File: src/rtl/alu_pkg.sv
// alu_pkg: opcode enum and shared constants for processor_exec_unit
package alu_pkg;
  typedef enum logic [3:0] {
    OP_ADD = 4'b0000,
    OP_SUB = 4'b0001,
    OP_OR  = 4'b0010,
    OP_AND = 4'b0011,
    OP_DIV = 4'b0100,
    OP_MUL = 4'b0101
  } alu_op_e;
  localparam int          XLEN   = 32;
  localparam logic [31:0] PC_INC = 32'd4;
endpackage

File: src/rtl/cla_adder32.sv
// cla_adder32: 32-bit adder built from 4-bit carry-lookahead groups
module cla_adder32 (
  input  logic [31:0] a_i,
  input  logic [31:0] b_i,
  input  logic        c_i,
  output logic [31:0] s_o,
  output logic        c_o
);
  logic [31:0] g, p;
  logic [32:0] c;
  assign g = a_i & b_i;
  assign p = a_i ^ b_i;
  // Each group resolves its carries directly from its own carry-in
  always_comb begin
    c = '0;
    c[0] = c_i;
    for (int k = 0; k < 32; k += 4) begin
      c[k+1] = g[k] | (p[k] & c[k]);
      c[k+2] = g[k+1] | (p[k+1] & g[k]) | (p[k+1] & p[k] & c[k]);
      c[k+3] = g[k+2] | (p[k+2] & g[k+1]) | (p[k+2] & p[k+1] & g[k])
             | (p[k+2] & p[k+1] & p[k] & c[k]);
      c[k+4] = g[k+3] | (p[k+3] & g[k+2]) | (p[k+3] & p[k+2] & g[k+1])
             | (p[k+3] & p[k+2] & p[k+1] & g[k]) | ((&p[k+3 -: 4]) & c[k]);
    end
  end
  assign s_o = p ^ c[31:0];
  assign c_o = c[32];
endmodule

File: src/rtl/processor_exec_unit.sv
// processor_exec_unit: ALU with registered results plus PC register; ALU_DIV_EN enables the divider
module processor_exec_unit
  import alu_pkg::*;
#(
  parameter logic [31:0] PC_RESET = 32'h0000_0000
) (
  input  logic        iClk,
  input  logic        nRst,
  input  logic [31:0] iA,
  input  logic [31:0] iB,
  input  logic [31:0] iImm,
  input  logic        iBSel,
  input  logic [3:0]  iCtrl,
  input  logic        iZEn,
  output logic [31:0] oC0,
  output logic [31:0] oC1,
  output logic        oZero,
  input  logic        iPcEn,
  input  logic        iIncSel,
  input  logic [18:0] iOffset,
  input  logic        iPcSel,
  input  logic [31:0] iPcLoad,
  output logic [31:0] oPc
);
  logic [31:0] b_op, sum, c0_d, c1_d, c0_q, c1_q, inc, pc_sum, pc_d, pc_q;
  logic        sub, zero_q, alu_co_unused, pc_co_unused;
  logic signed [63:0] prod;
  assign b_op = iBSel ? iImm : iB;
  assign sub  = iCtrl == OP_SUB;
  cla_adder32 u_alu_add (
    .a_i(iA), .b_i(sub ? ~b_op : b_op), .c_i(sub), .s_o(sum), .c_o(alu_co_unused)
  );
  assign prod = $signed(iA) * $signed(b_op);
`ifdef ALU_DIV_EN
  logic signed [31:0] sq, sr;
  logic [31:0] quo, rem;
  logic        ovf, dz;
  assign sq  = $signed(iA) / $signed(b_op);
  assign sr  = $signed(iA) % $signed(b_op);
  assign dz  = b_op == '0;
  assign ovf = iA == 32'h8000_0000 && b_op == '1;
  assign quo = dz ? '1 : ovf ? 32'h8000_0000 : sq;
  assign rem = dz ? iA : ovf ? '0 : sr;
`endif
  // Opcode decode into primary/secondary results
  always_comb begin
    c0_d = '0;
    c1_d = '0;
    case (iCtrl)
      OP_ADD, OP_SUB: c0_d = sum;
      OP_OR:          c0_d = iA | b_op;
      OP_AND:         c0_d = iA & b_op;
      OP_MUL:         {c1_d, c0_d} = prod;
`ifdef ALU_DIV_EN
      OP_DIV: begin
        c0_d = quo;
        c1_d = rem;
      end
`endif
      default: ;
    endcase
  end
  assign inc  = iIncSel ? {{13{iOffset[18]}}, iOffset} : PC_INC;
  cla_adder32 u_pc_add (
    .a_i(pc_q), .b_i(inc), .c_i(1'b0), .s_o(pc_sum), .c_o(pc_co_unused)
  );
  assign pc_d = iPcSel ? pc_sum : iPcLoad;
  // Result and PC registers; reset wins over both load enables
  always_ff @(posedge iClk) begin
    if (!nRst) begin
      c0_q   <= '0;
      c1_q   <= '0;
      zero_q <= 1'b1;
      pc_q   <= PC_RESET;
    end else begin
      if (iZEn) begin
        c0_q   <= c0_d;
        c1_q   <= c1_d;
        zero_q <= c0_d == '0;
      end
      if (iPcEn) pc_q <= pc_d;
    end
  end
  assign oC0   = c0_q;
  assign oC1   = c1_q;
  assign oZero = zero_q;
  assign oPc   = pc_q;
endmodule

File: config.mk
export PLATFORM = sky130hd
export DESIGN_NAME = processor_exec_unit
export DESIGN_NICKNAME = d
export VERILOG_FILES = /design/src/rtl/alu_pkg.sv /design/src/rtl/cla_adder32.sv /design/src/rtl/processor_exec_unit.sv
export SDC_FILE = /design/constraint.sdc
export NUM_CORES = 2
export LEC_CHECK = 0
export BUFFER_PORTS_ARGS = -buffer_cell sky130_fd_sc_hd__buf_4
export CORE_MARGIN = 2
export CORE_UTILIZATION = 53
export DETAILED_ROUTE_END_ITERATION = 7
export GPL_TIMING_DRIVEN = 0
export PLACE_DENSITY = 0.74
export REMOVE_ABC_BUFFERS = 1
export SETUP_SLACK_MARGIN = 0.5
export SYNTH_ARGS = -nofsm -noshare
export SYNTH_HDL_FRONTEND = slang
export SYNTH_SLANG_ARGS = --single-unit
File: constraint.sdc
create_clock -name iClk -period 10.85 [get_ports iClk]
set_input_delay 2.17 -clock iClk [delete_from_list [all_inputs] [get_ports iClk]]
set_output_delay 2.17 -clock iClk [all_outputs]
set_load 0.01 [all_outputs]
==> summary.md <==
| Metric | Value |
|---|---|
| Status | `completed` |
| Final ANT Viol Nets | `0` |
| Met3 global-route usage | `under 10%` |
| Critical Path Most Common Cell | `fa_1` |
| Post-route non-filler standard cell count | `between 6,000 and 7,000` |
| Compound-Gate Fraction of Synth Area | `7.393%` |
| Most common cell in the netlist | `fa_1` |
| GRT Util Overall | `around a third` |
| CP arrival | `10.50 ns` |
| Hold Crit Class | `reg2reg` |
| Prevailing post-synth register cell | `dfxtp_1` |
| Starting Density | `a little over half` |
| DR vias | `35,190` |
| RSZ-0062 raised after global routing | `true` |
| Final Core Density | `58.70%` |
| # setup viols final | `0` |
| HPWL after DPL | `roughly 100,000 um` |
| Slowest cell delay on critical path | `0.60 ns` |
| Cells after DPL | `~6,000` |
| Post-Synth Adder-Cell Area | `56.84%` |
| Endpoints failing hold | `0` |
| Clock transition at path regs | `0.09 ns` |
| Bufs on Longest Clock Path | `2` |
| Min Tclk post-route | `approximately 10 ns` |
| Worst skew pair latency | `0.39 ns` |
| Clock Skew | `0.009967 ns` |
| Relative slew slack | `between 15 and 20%` |
| Synth Area in XOR/XNOR | `2.596%` |
| Root Driver | `clkbuf_16` |
| First-pass GRT wire length | `212,800 um` |
| Setup crit end kind | `register` |
| WP data required | `11.14 ns` |
| Count of different cell masters after synthesis | `90` |
| Ant. Diodes | `0` |
| Hold_ws | `0.4549 ns` |
| Routability cong. | `0.9741` |
| CTS tree | `yes` |
| Top cells by count, synth | `fa_1, inv_1, nand2_1, and2_1, nor2_1` |
| Mux share of post-synthesis cell area | `2.123%` |
| Die Width | `292.8 um` |
| Share of cells above drive strength 1 | `roughly a tenth` |
| Yosys warning total | `0` |
| DR vias/cell | `5.792` |
| Antenna violations before repair | `8` |
| Post-synthesis sequential element count | `97` |
| Pre-antenna DRT Iters | `6` |
| Most crowded layer after global routing | `met2` |
| Worst-margin pin slew | `around 1.2 ns` |
| Area Growth Syn to Fin | `9.380%` |
| Cts bufs inserted | `9` |
| # IOs | `255` |
| Final Max Slew Viols | `0` |
| Seq/Total Area, Yosys | `4.393%` |
| Ys async rst share | `0%` |
| DR WL/cell | `23.27 um` |
| Htree depth | `3` |
| Startpoint Class | `primary input` |
| Post-synth top area share | `49.68%` |
| Max-Cap Viols | `0` |
| Syn avg cell area | `about 9 um^2` |
| Max Freq | `around 98 MHz` |
| Mapped cell area | `44,200 um^2` |
| Critical path's slowest cell | `fa_1` |
| Grt met1 use | `42.07%` |
| Largest net degree at the start of global routing | `61` |
| Yosys top cell by area | `fa_1` |
| Final Worst Setup Slack | `0.6481 ns` |
| I/O Buffers | `~250` |
| FILL cells | `about 7,000` |
| Largest family of logic cells by synthesized area | `adder cells` |
| Top post-synthesis cells by area | `fa_1, inv_1, ha_1` |
| Crit Path Class | `in2reg` |
| Core Area | `82,370 um^2` |
| Crit-path max FO | `17` |
| Global route overflow | `0` |
| Die H | `292.8 um` |
| Number of enable flip-flop cells after synthesis | `0` |
| Met2 GRT Util | `53.36%` |
| Hold Buf Count CTS | `0` |
| Initial detailed-routing violation count | `between 2,000 and 3,000` |
| Vias in the first global route | `37,400` |
| Synthesized instance count | `about 4,900` |
| Post-Synth Simple-Gate Area | `roughly 15%` |
| Final Cycle Share | `94.03%` |
| Sink Count | `97` |
| Detailed Route WL | `141,400 um` |
| Die footprint | `85,730 um^2` |
| DRC | `0` |
| # rows | `105` |
| Fin nets | `6,504` |
| DP Worst Slack | `-1.350 ns` |
-- kinds of logic (layout without fill, tap and decap cells) --
group | count (synthesis) | after routing
muxes | 90 | 100
AOI/OAI and AO/OA | 498 | 498
adders and majority gates | 1351 | 1351
xor gates and xnor gates | 131 | 131
and+or+nand+nor | 1423 | 1423
DFF | 97 | 97
buffers and inverters | 1320 | 1406
-- layout by cell type (no fill, tap or decap), types with 10 or more instances in the layout --
master,n
buf_4,298
mux2_8,15
dfxtp_1,97
nor3_1,23
or2_2,26
nand2b_1,19
nor2b_1,110
mux2_4,15
o211ai_1,15
nor2_1,275
nand4_1,17
o21ai_1,38
xor2_1,35
o21a_1,23
a21oi_1,134
and2_1,303
mux2i_4,16
fa_1,1092
a211oi_1,48
ha_1,242
mux2i_1,45
o21ai_0,79
clkbuf_16,11
nand2_1,568
a21o_1,38
nand3_1,19
and3_1,10
xnor2_1,95
inv_1,1062
-- repair_timing --
| action | in CTS | in global routing |
|---|---|---|
| gates resized for setup | 59 | 49 |
| cloned | 1 | 13 |
| pin swaps | 1 | 8 |
| setup buffers | 16 | 27 |
| setup endpoints to repair | 42 | 20 |
-- per-layer routing --
layer,up-vias,share of wire [%]
met3,398,10
met5,-,0.098
met1,18090,37
met2,1824,47
li1,14870,-
met4,14,6.0
-- final timing paths --
kind / startpoint / endpoint / slack (ns) / depth (start not counted)
min: oC1[29] / oC1[29] / 0.45 / 2
min reg2reg: oC1[29] / oC1[29] / 0.45 / 2
max: iBSel / oZero / 0.65 / 25
max reg2reg: oPc[17] / oPc[29] / 7.11 / 13
-- flip-flops by register name, summed over array words and instances, names as in the netlist --
register	flops
oC0	32
oC1	32
oPc	32
oZero	1
-- metrics by stage --
| step | TNS [ns] | area [um^2] |
|---|---|---|
| detailed placement | -25.38 | 46900 |
| CTS | 0 | 47640 |
| finish | 0 | 48350 |
| floorplan | 0 | 43260 |
| global route | 0 | 48350 |
| global placement | -102.57 | 46500 |
-- worst max-delay path: cells and delay by family --
| family | cells | cell delay [ns] |
|---|---|---|
| adders and majority gates | 9 | 4.57 |
| and+or+nand+nor | 5 | 1.35 |
| AOI/OAI and AO/OA | 5 | 1.26 |
| muxes | 1 | 0.48 |
| buffers and inverters | 4 | 0.47 |
| xor gates and xnor gates | 1 | 0.11 |
-- final cells by class --
type / instances / area [um^2] / share of cell area, %
clock buffers: 9 / 225.2 / 0.4658
flip-flops and latches: 97 / 1942 / 4.016
repair inverters: 1 / 7.507 / 0.01553
inverters: 1070 / 4045 / 8.366
multi-input cells: 3503 / 38070 / 78.73
repair buffers: 319 / 2643 / 5.465
well taps: 1070 / 1339 / 2.769
clock inverters: 7 / 83.83 / 0.1734
Power is not shown: default switching activity piles up to over one toggle a cycle in this logic, so the estimate is an artifact.
